<file path="src/rtl/piso_serializer.sv">
`default_nettype none
// +----------------------------------------------------------------------------+
// | piso_serializer                                                            |
// | Parallel-in/serial-out shifter with a one-word holding buffer, bit-tick    |
// | enable and per-bit valid/first/last markers.                               |
// | Revision: 1.0                                                              |
// +----------------------------------------------------------------------------+
module piso_serializer #(
  parameter int WIDTH     = 8,
  parameter bit MSB_FIRST = 1'b1,
  parameter bit IDLE_BIT  = 1'b0
) (
  input  logic             clk,
  input  logic             rst_n,
  input  logic             clear,
  input  logic [WIDTH-1:0] in_data,
  input  logic             in_valid,
  output logic             in_ready,
  input  logic             shift_en,
  output logic             so,
  output logic             so_valid,
  output logic             so_first,
  output logic             so_last,
  output logic             busy
);

  localparam int              c_cnt_w = (WIDTH > 1) ? $clog2(WIDTH) : 1;
  localparam logic [c_cnt_w-1:0] c_cnt_last = c_cnt_w'(WIDTH - 1);
  localparam logic [c_cnt_w-1:0] c_cnt_one  = c_cnt_w'(1);

  logic [WIDTH-1:0]   r_sh_data;
  logic [c_cnt_w-1:0] r_cnt;
  logic               r_active;
  logic [WIDTH-1:0]   r_hold_data;
  logic               r_hold_full;
  logic               r_so;
  logic               r_so_valid;
  logic               r_so_first;
  logic               r_so_last;

  logic               w_accept;
  logic               w_tick;
  logic               w_last_tick;
  logic               w_next_bit;
  logic [WIDTH-1:0]   w_shifted;

  assign w_accept    = in_valid & ~r_hold_full;
  assign w_tick      = shift_en & r_active;
  assign w_last_tick = w_tick & (r_cnt == c_cnt_last);

  generate
    if (MSB_FIRST) begin : g_msb_first
      assign w_next_bit = r_sh_data[WIDTH-1];
      assign w_shifted  = {r_sh_data[WIDTH-2:0], IDLE_BIT};
    end else begin : g_lsb_first
      assign w_next_bit = r_sh_data[0];
      assign w_shifted  = {IDLE_BIT, r_sh_data[WIDTH-1:1]};
    end
  endgenerate

  always_ff @(posedge clk or negedge rst_n) begin
    if (!rst_n) begin
      r_sh_data   <= '0;
      r_cnt       <= '0;
      r_active    <= 1'b0;
      r_hold_data <= '0;
      r_hold_full <= 1'b0;
      r_so        <= IDLE_BIT;
      r_so_valid  <= 1'b0;
      r_so_first  <= 1'b0;
      r_so_last   <= 1'b0;
    end else if (clear) begin
      r_cnt       <= '0;
      r_active    <= 1'b0;
      r_hold_full <= 1'b0;
      r_so        <= IDLE_BIT;
      r_so_valid  <= 1'b0;
      r_so_first  <= 1'b0;
      r_so_last   <= 1'b0;
    end else begin
      if (shift_en) begin
        if (r_active) begin
          r_so       <= w_next_bit;
          r_so_valid <= 1'b1;
          r_so_first <= (r_cnt == '0);
          r_so_last  <= (r_cnt == c_cnt_last);
          r_sh_data  <= w_shifted;
          r_cnt      <= r_cnt + c_cnt_one;
        end else begin
          r_so       <= IDLE_BIT;
          r_so_valid <= 1'b0;
          r_so_first <= 1'b0;
          r_so_last  <= 1'b0;
        end
      end

      // End of word: refill from the buffer, else go idle (an accept below may override)
      if (w_last_tick) begin
        if (r_hold_full) begin
          r_sh_data   <= r_hold_data;
          r_cnt       <= '0;
          r_hold_full <= 1'b0;
        end else begin
          r_active <= 1'b0;
          r_cnt    <= '0;
        end
      end

      if (w_accept) begin
        if (!r_active || w_last_tick) begin
          r_sh_data <= in_data;
          r_cnt     <= '0;
          r_active  <= 1'b1;
        end else begin
          r_hold_data <= in_data;
          r_hold_full <= 1'b1;
        end
      end
    end
  end

  assign in_ready = ~r_hold_full;
  assign busy     = r_active | r_hold_full;
  assign so       = r_so;
  assign so_valid = r_so_valid;
  assign so_first = r_so_first;
  assign so_last  = r_so_last;

endmodule
`default_nettype wire

</file>
<file path="config.mk">
export PLATFORM = sky130hd
export DESIGN_NAME = piso_serializer
export DESIGN_NICKNAME = d
export VERILOG_FILES = /design/src/rtl/piso_serializer.sv
export SDC_FILE = /design/constraint.sdc
export NUM_CORES = 1
export LEC_CHECK = 0
export BUFFER_PORTS_ARGS = -buffer_cell sky130_fd_sc_hd__buf_2
export CAP_MARGIN = 20
export CORE_UTILIZATION = 45
export DETAILED_ROUTE_END_ITERATION = 12
export PLACE_DENSITY_LB_ADDON = 0.12
export SLEW_MARGIN = 20
export SYNTH_ARGS = -nofsm -noshare
export SYNTH_HDL_FRONTEND = slang
export SYNTH_SLANG_ARGS = --single-unit
</file>
<file path="constraint.sdc">
create_clock -name clk -period 1.8 [get_ports clk]
set_clock_uncertainty 0.2 [all_clocks]
set_input_delay 0.09 -clock clk [delete_from_list [all_inputs] [get_ports clk]]
set_output_delay 0.09 -clock clk [all_outputs]
set_load 0.1 [all_outputs]
</file>
==> qor.csv, run 1 <==
stage,metric,value,unit
power,p_total,1340,uW
critical_path,timing.critical_path.cells,ha_2 > ha_4 > a21boi_2 > buf_4 > nand2_8 > mux2_2,
cts,cts_tree,done,
placed_design,dpl.hpwl,2.01,mm
critical_path,cp_data_required_time,1.82,ns
die,die_height,56.2,microns
synthesis,post_synth_inst_count,127,
placed_design,dp.cells,177,
cells_and_area,layoutNonFillerInstCount,194,
detailed_routing,drt_pass1_iterations,4,
detailed_routing,post_drt_via_cell_ratio,5.71,
cts,cts_buffers,3,
die,start_util,0.479,
worst_hold_path,type_of_the_tightest_min_delay_check,in2async,
synthesis,synth_seq_area_share,0.474,
synthesis,synth.lib_cells_used.distinct,32,
placed_design,placement.cell_area,1490,sq um
critical_path,worst_path_largest_cell_delay,0.41,ns
die,io_pins,19,
timing,fmax,567,MHz
timing,timing.max_slew.rel_slack,0.619,
power,static-leakage-power,0.000724,uW
critical_path,cp_arrival,1.78,ns
cells_and_area,area_growth,27.1,%
cts,number_of_buffers_between_clock_root_and_the_deepest_sink,2,
detailed_routing,routed-via-count,1107,
cells_and_area,final_util,0.608,
cts,clock_slew_at_the_register_clock_pins_of_the_worst_setup_and_hold_paths,0.15,ns
detailed_routing,initialDrtViolationCount,31,
synthesis,yosys_warnings,0,
timing,finalHoldViolations,0,
timing,rsz0062_at_grt,true,
cts,clock_tree.htree_level_count,1,
die,die_x,56.2,microns
power,ir_drop,0.575,mV
cells_and_area,drive_gt1_frac,0.301,
timing,final_clock_period_utilization_by_the_worst_path,0.980,
timing,final.min_clock_period,1.76,ns
critical_path,setup.worst_path.end_class,flip-flop,
die,core-area,2760,sq um
synthesis,synth_area,1320,sq um
power,pwr_density_cell,798,nW/um^2
synthesis,post-synth-top-area-cell,sky130_fd_sc_hd__dfrtp_1,
timing,timing.final.max_slew_violations,0,
placed_design,buffer_ports.inserted,18,
cts,clkSinkCount,25,
global_route,grt_start_max_net_pins,26,
cells_and_area,finish.instance_area,1680,sq um
synthesis,synth_area_leaders,"sky130_fd_sc_hd__dfrtp_1 (47%), sky130_fd_sc_hd__mux2_2 (6.8%), sky130_fd_sc_hd__a21oi_1 (5.7%), sky130_fd_sc_hd__a32oi_1 (5.3%), sky130_fd_sc_hd__o2bb2ai_1 (4.6%)",
cells_and_area,design.final.nets,180,
die,die_footprint,3150,sq um
die,floorplan.rows,19,
timing,fin_worst_hold_slack,0.0782,ns
global_route,first_pass_grt_wire_length,5.01,mm
timing,final_setup_violation_count,0,
detailed_routing,drc_errors,0,
critical_path,worst_path_max_delay_cell,sky130_fd_sc_hd__dfrtp_1,
synthesis,synth_seq_cells,25,
cts,insertion_delay,0.32,ns
global_route,vias_in_the_first_global_route,1066,
detailed_routing,drt-wirelength-per-cell,15.5,microns
global_route,total_congestion_overflow_after_global_routing,0,
detailed_routing,routed_wirelength,3.01,mm
critical_path,setup.worst_path.class,reg2reg,
flow_run,max-cap-violations,0,
global_route,gr-usage-all-layers,0.201,
detailed_routing,final_antenna_net_count,0,
timing,timing_worst_slew_pin_value,0.571,ns
synthesis,syn_avg_cell_area,10.4,sq um
synthesis,postSynthNetCount,143,
global_route,initial_antenna_violation_count,0,
placed_design,gp_congestion,0.758,
cells_and_area,antenna_cells_inserted,0,
cts,clock_root_buffer_master,sky130_fd_sc_hd__clkbuf_4,
critical_path,crit_path_start_kind,flip-flop,
critical_path,worstPathMaxFanout,8,
synthesis,synth_largest_type_area_fraction,0.474,
status,run_status,finished clean,
## final timing paths
path | startpoint | end | slack, ns | cells past startpoint
min in group clk | r_hold_data[0] | r_hold_data[0] | 0.32 | 1
worst max-delay path | r_cnt[0] | r_hold_data[1] | 0.04 | 6
worst max register to register | r_cnt[0] | r_hold_data[1] | 0.04 | 6
worst min-delay path | rst_n | r_cnt[2] | 0.08 | 2
worst min register to register | r_hold_data[0] | r_hold_data[0] | 0.32 | 1
max in group asynchronous | rst_n | r_sh_data[1] | 0.94 | 2
## layout by cell type, fill, tap and decap left out
cell	count
sky130_fd_sc_hd__dfrtp_1	25
sky130_fd_sc_hd__buf_2	16
sky130_fd_sc_hd__a21oi_1	15
sky130_fd_sc_hd__nor2_1	13
sky130_fd_sc_hd__dlygate4sd3_1	12
sky130_fd_sc_hd__buf_4	11
sky130_fd_sc_hd__a32oi_1	8
sky130_fd_sc_hd__mux2_2	8
sky130_fd_sc_hd__o2bb2ai_1	7
sky130_fd_sc_hd__o31ai_1	7
sky130_fd_sc_hd__nand2_1	6
sky130_fd_sc_hd__inv_1	5
sky130_fd_sc_hd__clkbuf_4	4
sky130_fd_sc_hd__nand2b_1	3
sky130_fd_sc_hd__nor2b_1	2
sky130_fd_sc_hd__and2_1	1
sky130_fd_sc_hd__nor3b_1	1
sky130_fd_sc_hd__a211o_1	1
sky130_fd_sc_hd__or2_2	1
sky130_fd_sc_hd__mux2i_1	1
sky130_fd_sc_hd__a21boi_2	1
sky130_fd_sc_hd__o21bai_2	1
sky130_fd_sc_hd__o21ai_0	1
sky130_fd_sc_hd__nand3_1	1
sky130_fd_sc_hd__o21a_1	1
sky130_fd_sc_hd__a21bo_2	1
sky130_fd_sc_hd__nor3b_4	1
sky130_fd_sc_hd__o31a_1	1
sky130_fd_sc_hd__nand2_8	1
sky130_fd_sc_hd__nand4_1	1
sky130_fd_sc_hd__nand3b_1	1
sky130_fd_sc_hd__ha_1	1
sky130_fd_sc_hd__ha_2	1
sky130_fd_sc_hd__ha_4	1
sky130_fd_sc_hd__clkinvlp_4	1
sky130_fd_sc_hd__buf_12	1
## metal layers
layer	share of wire	track usage	vias to the layer above
li1	-	-	539
met1	0.47	0.281	531
met2	0.48	0.330	35
met3	0.040	0.0209	2
met4	0.0043	0.0592	0
met5	0	0	-
## what timing repair did
item,4_1_cts,5_1_grt
gates resized for setup,5,1
cloned,0,0
hold endpoints to repair,47,0
setup buffers,1,0
setup endpoints to repair,16,9
pin swaps,1,0
hold buffers,12,0
## state kept, by name, indices dropped and copies added (netlist names)
register     cells
r_active         1
r_cnt            3
r_hold_data      8
r_hold_full      1
r_sh_data        8
so               1
so_first         1
so_last          1
so_valid         1
## area by class of cell
cell class / instances / area (sq um)
Tap cell: 31 / 38.8
Clock buffer: 3 / 22.5
Clock inverter: 1 / 7.51
Timing Repair Buffer: 41 / 310
Fill cell: 238 / 1080
Multi-Input combinational cell: 88 / 654
Inverter: 5 / 18.8
Sequential cell: 25 / 626
## report_power, final
group	internal, uW	switching (uW)
Combinational	168	191
Sequential	657	64.4
Clock	84.7	175
Total	909	430
## stage by stage
step | setup WS, ns | TNS (ns)
finish | 0.0353 | 0
global route | -0.0154 | -0.0621
CTS | 0.0320 | 0
detailed placement | -0.0863 | -0.682
global placement | -0.0381 | -0.250
floorplan | 0.00948 | 0
## synth_stat cells
cell                        count
sky130_fd_sc_hd__nand3b_1       1
sky130_fd_sc_hd__nand2_1        6
sky130_fd_sc_hd__nor3b_4        1
sky130_fd_sc_hd__or2_2          1
sky130_fd_sc_hd__o2bb2ai_1      7
sky130_fd_sc_hd__mux2_2         8
sky130_fd_sc_hd__o31a_1         1
sky130_fd_sc_hd__a32oi_1        8
sky130_fd_sc_hd__nand4_1        1
sky130_fd_sc_hd__inv_1          5
sky130_fd_sc_hd__a21boi_2       1
sky130_fd_sc_hd__nand2_4        1
sky130_fd_sc_hd__nor2b_1        2
sky130_fd_sc_hd__buf_4          1
sky130_fd_sc_hd__buf_2          3
sky130_fd_sc_hd__a21bo_2        1
sky130_fd_sc_hd__dfrtp_1       25
sky130_fd_sc_hd__a211o_1        1
sky130_fd_sc_hd__buf_6          1
sky130_fd_sc_hd__o21ai_0        1
sky130_fd_sc_hd__nor3b_1        1
sky130_fd_sc_hd__nor2_1        13
sky130_fd_sc_hd__clkbuf_1       4
sky130_fd_sc_hd__o21a_1         1
sky130_fd_sc_hd__mux2i_1        1
sky130_fd_sc_hd__and2_1         1
sky130_fd_sc_hd__nand2b_1       3
sky130_fd_sc_hd__ha_1           3
sky130_fd_sc_hd__nand3_1        1
sky130_fd_sc_hd__o21bai_1       1
sky130_fd_sc_hd__a21oi_1       15
sky130_fd_sc_hd__o31ai_1        7
## cells by family after synthesis
group           after synthesis  synth area share
compound gates               44             0.241
fa+ha+maj                     3            0.0284
buf+inv                      14            0.0512
flops                        25             0.474
mux                           9            0.0758
simple gates                 32             0.130
## critical path: cells and delay by family (launching register included)
kind                     cells  cell delay, ns
AO/OA/AOI/OAI                1            0.15
adder cells (fa/ha/maj)      2            0.38
buffers and inverters        1            0.16
flip-flops                   1            0.41
multiplexers                 1            0.29
AND/OR/NAND/NOR              1            0.08
Power figures use the tool's default switching activity.
==> run 2, diff against run 1 <==
--- a/config.mk
+++ b/config.mk
@@ -5,9 +5,11 @@
 export SDC_FILE = /design/constraint.sdc
 export NUM_CORES = 1
 export LEC_CHECK = 0
-export BUFFER_PORTS_ARGS = -buffer_cell sky130_fd_sc_hd__buf_2
+export BUFFER_PORTS_ARGS = -buffer_cell sky130_fd_sc_hd__clkbuf_2
 export CAP_MARGIN = 20
-export CORE_UTILIZATION = 45
+export CELL_PAD_IN_SITES_DETAIL_PLACEMENT = 1
+export CELL_PAD_IN_SITES_GLOBAL_PLACEMENT = 1
+export CORE_UTILIZATION = 39
 export DETAILED_ROUTE_END_ITERATION = 12
 export PLACE_DENSITY_LB_ADDON = 0.12
 export SLEW_MARGIN = 20
==> qor.csv, run 2 (synthesis results as in run 1) <==
stage,metric,value,unit
critical_path,critical_path.startpoint,r_hold_full,
timing,final.min_clock_period,1.74,ns
cells_and_area,antenna_cells_inserted,0,
worst_hold_path,hold_start,shift_en,
cts,clock_root_buffer_master,sky130_fd_sc_hd__clkbuf_4,
timing,layout_setup_ws,0.0612,ns
worst_hold_path,type_of_the_tightest_min_delay_check,in2reg,
timing,timing_worst_slew_pin_value,0.643,ns
global_route,grt_start_max_net_pins,26,
cts,number_of_buffers_between_clock_root_and_the_deepest_sink,2,
critical_path,crit_path_end,busy,
cts,cts_buffers,3,
die,floorplan.rows,20,
detailed_routing,post_drt_via_cell_ratio,5.62,
critical_path,setup.worst_path.end_class,output port,
cts,clock_tree.htree_level_count,1,
timing,fmax,575,MHz
cells_and_area,mostFrequentLayoutCells,"sky130_fd_sc_hd__dfrtp_1 (24), sky130_fd_sc_hd__clkbuf_2 (16), sky130_fd_sc_hd__a21oi_1 (15)",
cts,clock_slew_at_the_register_clock_pins_of_the_worst_setup_and_hold_paths,0.14,ns
die,die_x,60.2,microns
cells_and_area,most_common_library_cell_in_the_layout_ignoring_fill_and_taps,sky130_fd_sc_hd__dfrtp_1,
detailed_routing,routed-via-count,1158,
global_route,first_pass_grt_wire_length,5.84,mm
power,share_clk_of_total_power,0.190,
detailed_routing,final_antenna_net_count,0,
power,p_sw,448,uW
cells_and_area,drive_gt1_frac,0.340,
placed_design,buffer_ports.inserted,18,
critical_path,worstPathMaxFanout,13,
placed_design,dpl.hpwl,2.31,mm
die,die_footprint,3620,sq um
timing,fin_setup_tns,0,ns
cells_and_area,design.final.nets,179,
power,p_int,918,uW
detailed_routing,drt-wirelength-per-cell,16.5,microns
cells_and_area,largest_registers,"r_hold_data x8, r_sh_data x8, r_cnt x3",
critical_path,crit_path_start_kind,flip-flop,
power,ir_drop,0.331,mV
die,core-area,3130,sq um
cts,insertion_delay,0.32,ns
detailed_routing,drt_pass1_iterations,4,
critical_path,rr_endpoint,r_hold_data[7],
placed_design,gp_congestion,0.739,
critical_path,cp_data_required_time,1.51,ns
cts,clkSinkCount,25,
critical_path,worst_r2r_path_depth,5,
timing,finalHoldViolations,0,
critical_path,setup.reg_to_reg.worst_slack,0.06,ns
timing,timing.max_slew.rel_slack,0.571,
timing,rsz0062_at_grt,true,
status,run_status,finished clean,
critical_path,reg_to_reg_startpoint,r_cnt[0],
die,start_util,0.422,
global_route,vias_in_the_first_global_route,1231,
cells_and_area,fillerInstances,364,
timing,final_clock_period_utilization_by_the_worst_path,0.966,
global_route,total_congestion_overflow_after_global_routing,0,
detailed_routing,initialDrtViolationCount,33,
critical_path,worst_path_max_delay_cell,sky130_fd_sc_hd__dfrtp_2,
cells_and_area,area_growth,30.8,%
power,pwr-share-seq,0.531,
power,static-leakage-power,0.000741,uW
placed_design,worst_slack_placed,-0.158,ns
power,pwr_density_cell,792,nW/um^2
power,share_comb_of_total_power,0.280,
detailed_routing,routed_wirelength,3.40,mm
critical_path,worst_path_largest_cell_delay,0.43,ns
flow_run,max-cap-violations,0,
cts,cts_tree,done,
critical_path,cp_arrival,1.45,ns
cells_and_area,final_util,0.552,
cells_and_area,sequential_cell_area,627,sq um
power,p_total,1370,uW
timing,fin_worst_hold_slack,0.0106,ns
die,die_height,60.2,microns
cells_and_area,multi_input_combinational_cell_area,704,sq um
timing,final_setup_violation_count,0,
critical_path,setup.worst_path.class,reg2out,
detailed_routing,drc_errors,0,
power,swShare,0.328,
timing,timing.final.max_slew_violations,0,
die,io_pins,19,
global_route,gr-usage-all-layers,0.219,
critical_path,timing.critical_path.cells,buf_4 > or2_2 > buf_8,
global_route,initial_antenna_violation_count,0,
[run 2: cell types whose count changed in the layout (fill, tap and decap cells not counted), moves of 3 or more]
cell / change
sky130_fd_sc_hd__a32oi_1: -3
sky130_fd_sc_hd__o31ai_1: -3
sky130_fd_sc_hd__a32oi_2: +3
sky130_fd_sc_hd__buf_2: -16
sky130_fd_sc_hd__clkbuf_2: +16
sky130_fd_sc_hd__o31ai_2: +3
[run 2: layout make-up]
| cell class | count | share of cell area |
|---|---|---|
| flip-flops and latches | 25 | 0.363 |
| repair buffers | 40 | 0.171 |
| clock buffers | 4 | 0.0152 |
| inverters | 5 | 0.0109 |
| multi-input cells | 88 | 0.408 |
| well taps | 44 | 0.0319 |
[run 2: worst min-delay path by stage]
stage	endpoint	slack (ns)	cells past startpoint
floorplan	r_active	-0.41	0
global placement	r_active	-0.05	1
detailed placement	r_active	-0.05	1
CTS	so_first	0.003	3
global route	so_valid	0.03	3
finish	so_first	0.01	3
[run 2: routing by layer]
metal  part of all wire  track usage  up-vias
met4              0.011       0.0930        0
met5                  0            0        -
met1               0.47        0.286      600
met3              0.020       0.0216        4
met2               0.50        0.366       16
li1                   -            -      538
[run 2: through the flow]
step,instance area (sq um),std cells
finish,1730,206
global route,1730,206
CTS,1680,205
detailed placement,1490,189
global placement,1490,189
floorplan,1320,127
[run 2: repair_timing]
item                       in CTS  in global routing
hold endpoints to repair       47                  0
setup endpoints to repair      18                 17
hold buffers                   11                  0
pin swaps                       5                  3
gates resized for setup        10                  7
buffers inserted                1                  1
[run 2: power by group through the flow]
stage	sequential, uW	combinational (uW)	clock (uW)
final	725	383	259
after global routing	739	417	294
after CTS	724	373	275
after detailed placement	736	329	0
after global placement	729	315	0
after floorplan	735	230	0
[run 2: critical path, delay by kind of cell (launching register included)]
family / cells / cell delay (ns)
DFF: 1 / 0.43
and+or+nand+nor: 1 / 0.33
buffers and inverters: 2 / 0.37
==> run 3, diff against run 2 <==
--- a/config.mk
+++ b/config.mk
@@ -16,3 +16,4 @@
 export SYNTH_ARGS = -nofsm -noshare
 export SYNTH_HDL_FRONTEND = slang
 export SYNTH_SLANG_ARGS = --single-unit
+export TNS_END_PERCENT = 20
==> constraint.sdc (replaced) <==
create_clock -name clk -period 1.8 [get_ports clk]
set_clock_uncertainty 0.2 [all_clocks]
set_input_delay 0.09 -clock clk [delete_from_list [all_inputs] [get_ports clk]]
set_output_delay 0.09 -clock clk [all_outputs]
set_load 0.02 [all_outputs]
==> qor.csv, run 3 (synthesis results as in run 1) <==
stage,metric,value,unit
critical_path,path_delay_family,flip-flops,
placed_design,gp_congestion,0.741,
power,ir_drop,0.331,mV
critical_path,timing.critical_path.cells,ha_2 > ha_4 > a21boi_4 > nand2_4 > mux2_2,
placed_design,dpl.hpwl,2.28,mm
detailed_routing,post_drt_via_cell_ratio,5.67,
detailed_routing,routed-via-count,1169,
critical_path,worst_path_largest_cell_delay,0.41,ns
cells_and_area,drive_gt1_frac,0.333,
detailed_routing,drc_errors,0,
global_route,initial_antenna_violation_count,0,
cells_and_area,antenna_cells_inserted,0,
global_route,gr-usage-all-layers,0.226,
detailed_routing,drt_pass1_iterations,4,
critical_path,worst_path_max_delay_cell,sky130_fd_sc_hd__dfrtp_1,
placed_design,placement.cell_area,1480,sq um
cells_and_area,layoutNonFillerInstCount,206,
cells_and_area,area_growth,28.8,%
detailed_routing,final_antenna_net_count,0,
worst_hold_path,timing.hold.worst_endpoint,so_first,
placed_design,dp.cells,189,
timing,timing.final.max_slew_violations,0,
detailed_routing,drt-wirelength-per-cell,17.2,microns
cells_and_area,mostFrequentLayoutCells,"sky130_fd_sc_hd__dfrtp_1 (24), sky130_fd_sc_hd__clkbuf_2 (18), sky130_fd_sc_hd__a21oi_1 (15)",
detailed_routing,routed_wirelength,3.54,mm
critical_path,cp_arrival,1.79,ns
cells_and_area,fillerInstances,355,
die,start_util,0.422,
status,run_status,finished clean,
cells_and_area,most_common_library_cell_in_the_layout_ignoring_fill_and_taps,sky130_fd_sc_hd__dfrtp_1,
timing,timing.max_slew.rel_slack,0.581,
placed_design,buffer_ports.inserted,18,
timing,final_setup_violation_count,0,
die,floorplan.rows,20,
timing,layout_setup_ws,0.0383,ns
critical_path,crit_path_start_kind,flip-flop,
cells_and_area,finish.instance_area,1700,sq um
cts,number_of_buffers_between_clock_root_and_the_deepest_sink,2,
timing,rsz0062_at_grt,true,
timing,finalHoldViolations,0,
cts,clock_root_buffer_master,sky130_fd_sc_hd__clkbuf_4,
die,die_height,60.2,microns
cts,clock_tree.htree_level_count,1,
placed_design,worst_slack_placed,-0.131,ns
cts,insertion_delay,0.33,ns
timing,final_clock_period_utilization_by_the_worst_path,0.979,
global_route,total_congestion_overflow_after_global_routing,0,
critical_path,rr_endpoint,r_hold_data[6],
critical_path,reg_to_reg_startpoint,r_cnt[0],
global_route,first_pass_grt_wire_length,6.01,mm
flow_run,max-cap-violations,0,
power,p_total,1320,uW
critical_path,worst_r2r_path_depth,5,
die,die_footprint,3620,sq um
power,static-leakage-power,0.000736,uW
timing,timing_worst_slew_pin_value,0.629,ns
cts,clock_slew_at_the_register_clock_pins_of_the_worst_setup_and_hold_paths,0.15,ns
detailed_routing,initialDrtViolationCount,39,
cells_and_area,design.final.nets,179,
die,die_x,60.2,microns
critical_path,worstPathMaxFanout,8,
global_route,grt_start_max_net_pins,26,
critical_path,setup.worst_path.class,reg2reg,
die,io_pins,19,
worst_hold_path,whs_path_cells,3,
critical_path,setup.reg_to_reg.worst_slack,0.04,ns
timing,fmax,568,MHz
critical_path,setup.worst_path.end_class,flip-flop,
cts,cts_tree,done,
worst_hold_path,type_of_the_tightest_min_delay_check,in2reg,
timing,final.min_clock_period,1.76,ns
critical_path,critical_path.n_buffers_inverters,0,
cts,clkSinkCount,25,
cts,cts_buffers,3,
critical_path,cp_data_required_time,1.83,ns
die,core-area,3130,sq um
cells_and_area,final_util,0.544,
power,pwr_density_cell,774,nW/um^2
global_route,vias_in_the_first_global_route,1267,
cells_and_area,largest_registers,"r_hold_data x8, r_sh_data x8, r_cnt x3",
worst_hold_path,hold_start,shift_en,
## run 3: changes by cell type in the layout (fill, tap and decap cells not counted), sizes merged
cell    delta
buf        -2
clkbuf     +1
clkinv     +1
## run 3: worst min-delay path, stage by stage
cell and delay [ns]:
sky130_fd_sc_hd__clkbuf_2 0.23, sky130_fd_sc_hd__nand2b_1 0.14, sky130_fd_sc_hd__a21oi_1 0.06
## run 3: final cells by class
class | count | area, sq um | area share
tap | 44 | 55.1 | 0.0324
clock buffer | 3 | 22.5 | 0.0132
sequential | 25 | 627 | 0.369
clock inverter | 1 | 5.00 | 0.00294
timing repair buffer | 40 | 283 | 0.166
multi-input combinational | 88 | 689 | 0.405
inverter | 5 | 18.8 | 0.0110
## run 3: what timing repair did
item	CTS	global route
buffers inserted	0	2
pin swaps	3	2
hold endpoints to repair	47	0
hold buffers	11	0
endpoints found under the setup margin	17	17
gates resized for setup	5	7
## run 3: how the worst max path moves through the flow
| stage | startpoint | to | slack [ns] | depth (start not counted) |
|---|---|---|---|---|
| after global routing | r_cnt[0] | r_sh_data[1] | -0.03 | 5 |
| after global placement | r_cnt[0] | r_sh_data[7] | -0.09 | 5 |
| final | r_cnt[0] | r_hold_data[6] | 0.04 | 5 |
| after floorplan | r_cnt[0] | r_sh_data[7] | 0.009 | 6 |
| after CTS | r_cnt[0] | r_sh_data[3] | -0.005 | 5 |
| after detailed placement | r_cnt[0] | r_sh_data[3] | -0.13 | 5 |
## run 3: metal layers
layer | global-route usage | routed length (microns) | up-vias
met5 | 0 | 0 | -
met4 | 0.0731 | 65 | 0
met3 | 0.0281 | 101 | 9
met2 | 0.400 | 1790 | 30
met1 | 0.282 | 1580 | 593
li1 | - | - | 537
## run 3: per-stage QoR
step	hold WS (ns)	TNS [ns]
2_1_floorplan	-0.406	0
3_3_place_gp	-0.0488	-0.611
3_5_place_dp	-0.0517	-0.839
4_1_cts	0.000352	-0.0100
5_1_grt	0.0508	-0.123
6_report	0.0183	0
## run 3: power by group
group | total, uW | switching, uW | internal (uW)
Sequential | 727 | 69.9 | 657
Combinational | 324 | 160 | 165
Clock | 264 | 181 | 83.5
Total | 1320 | 411 | 905
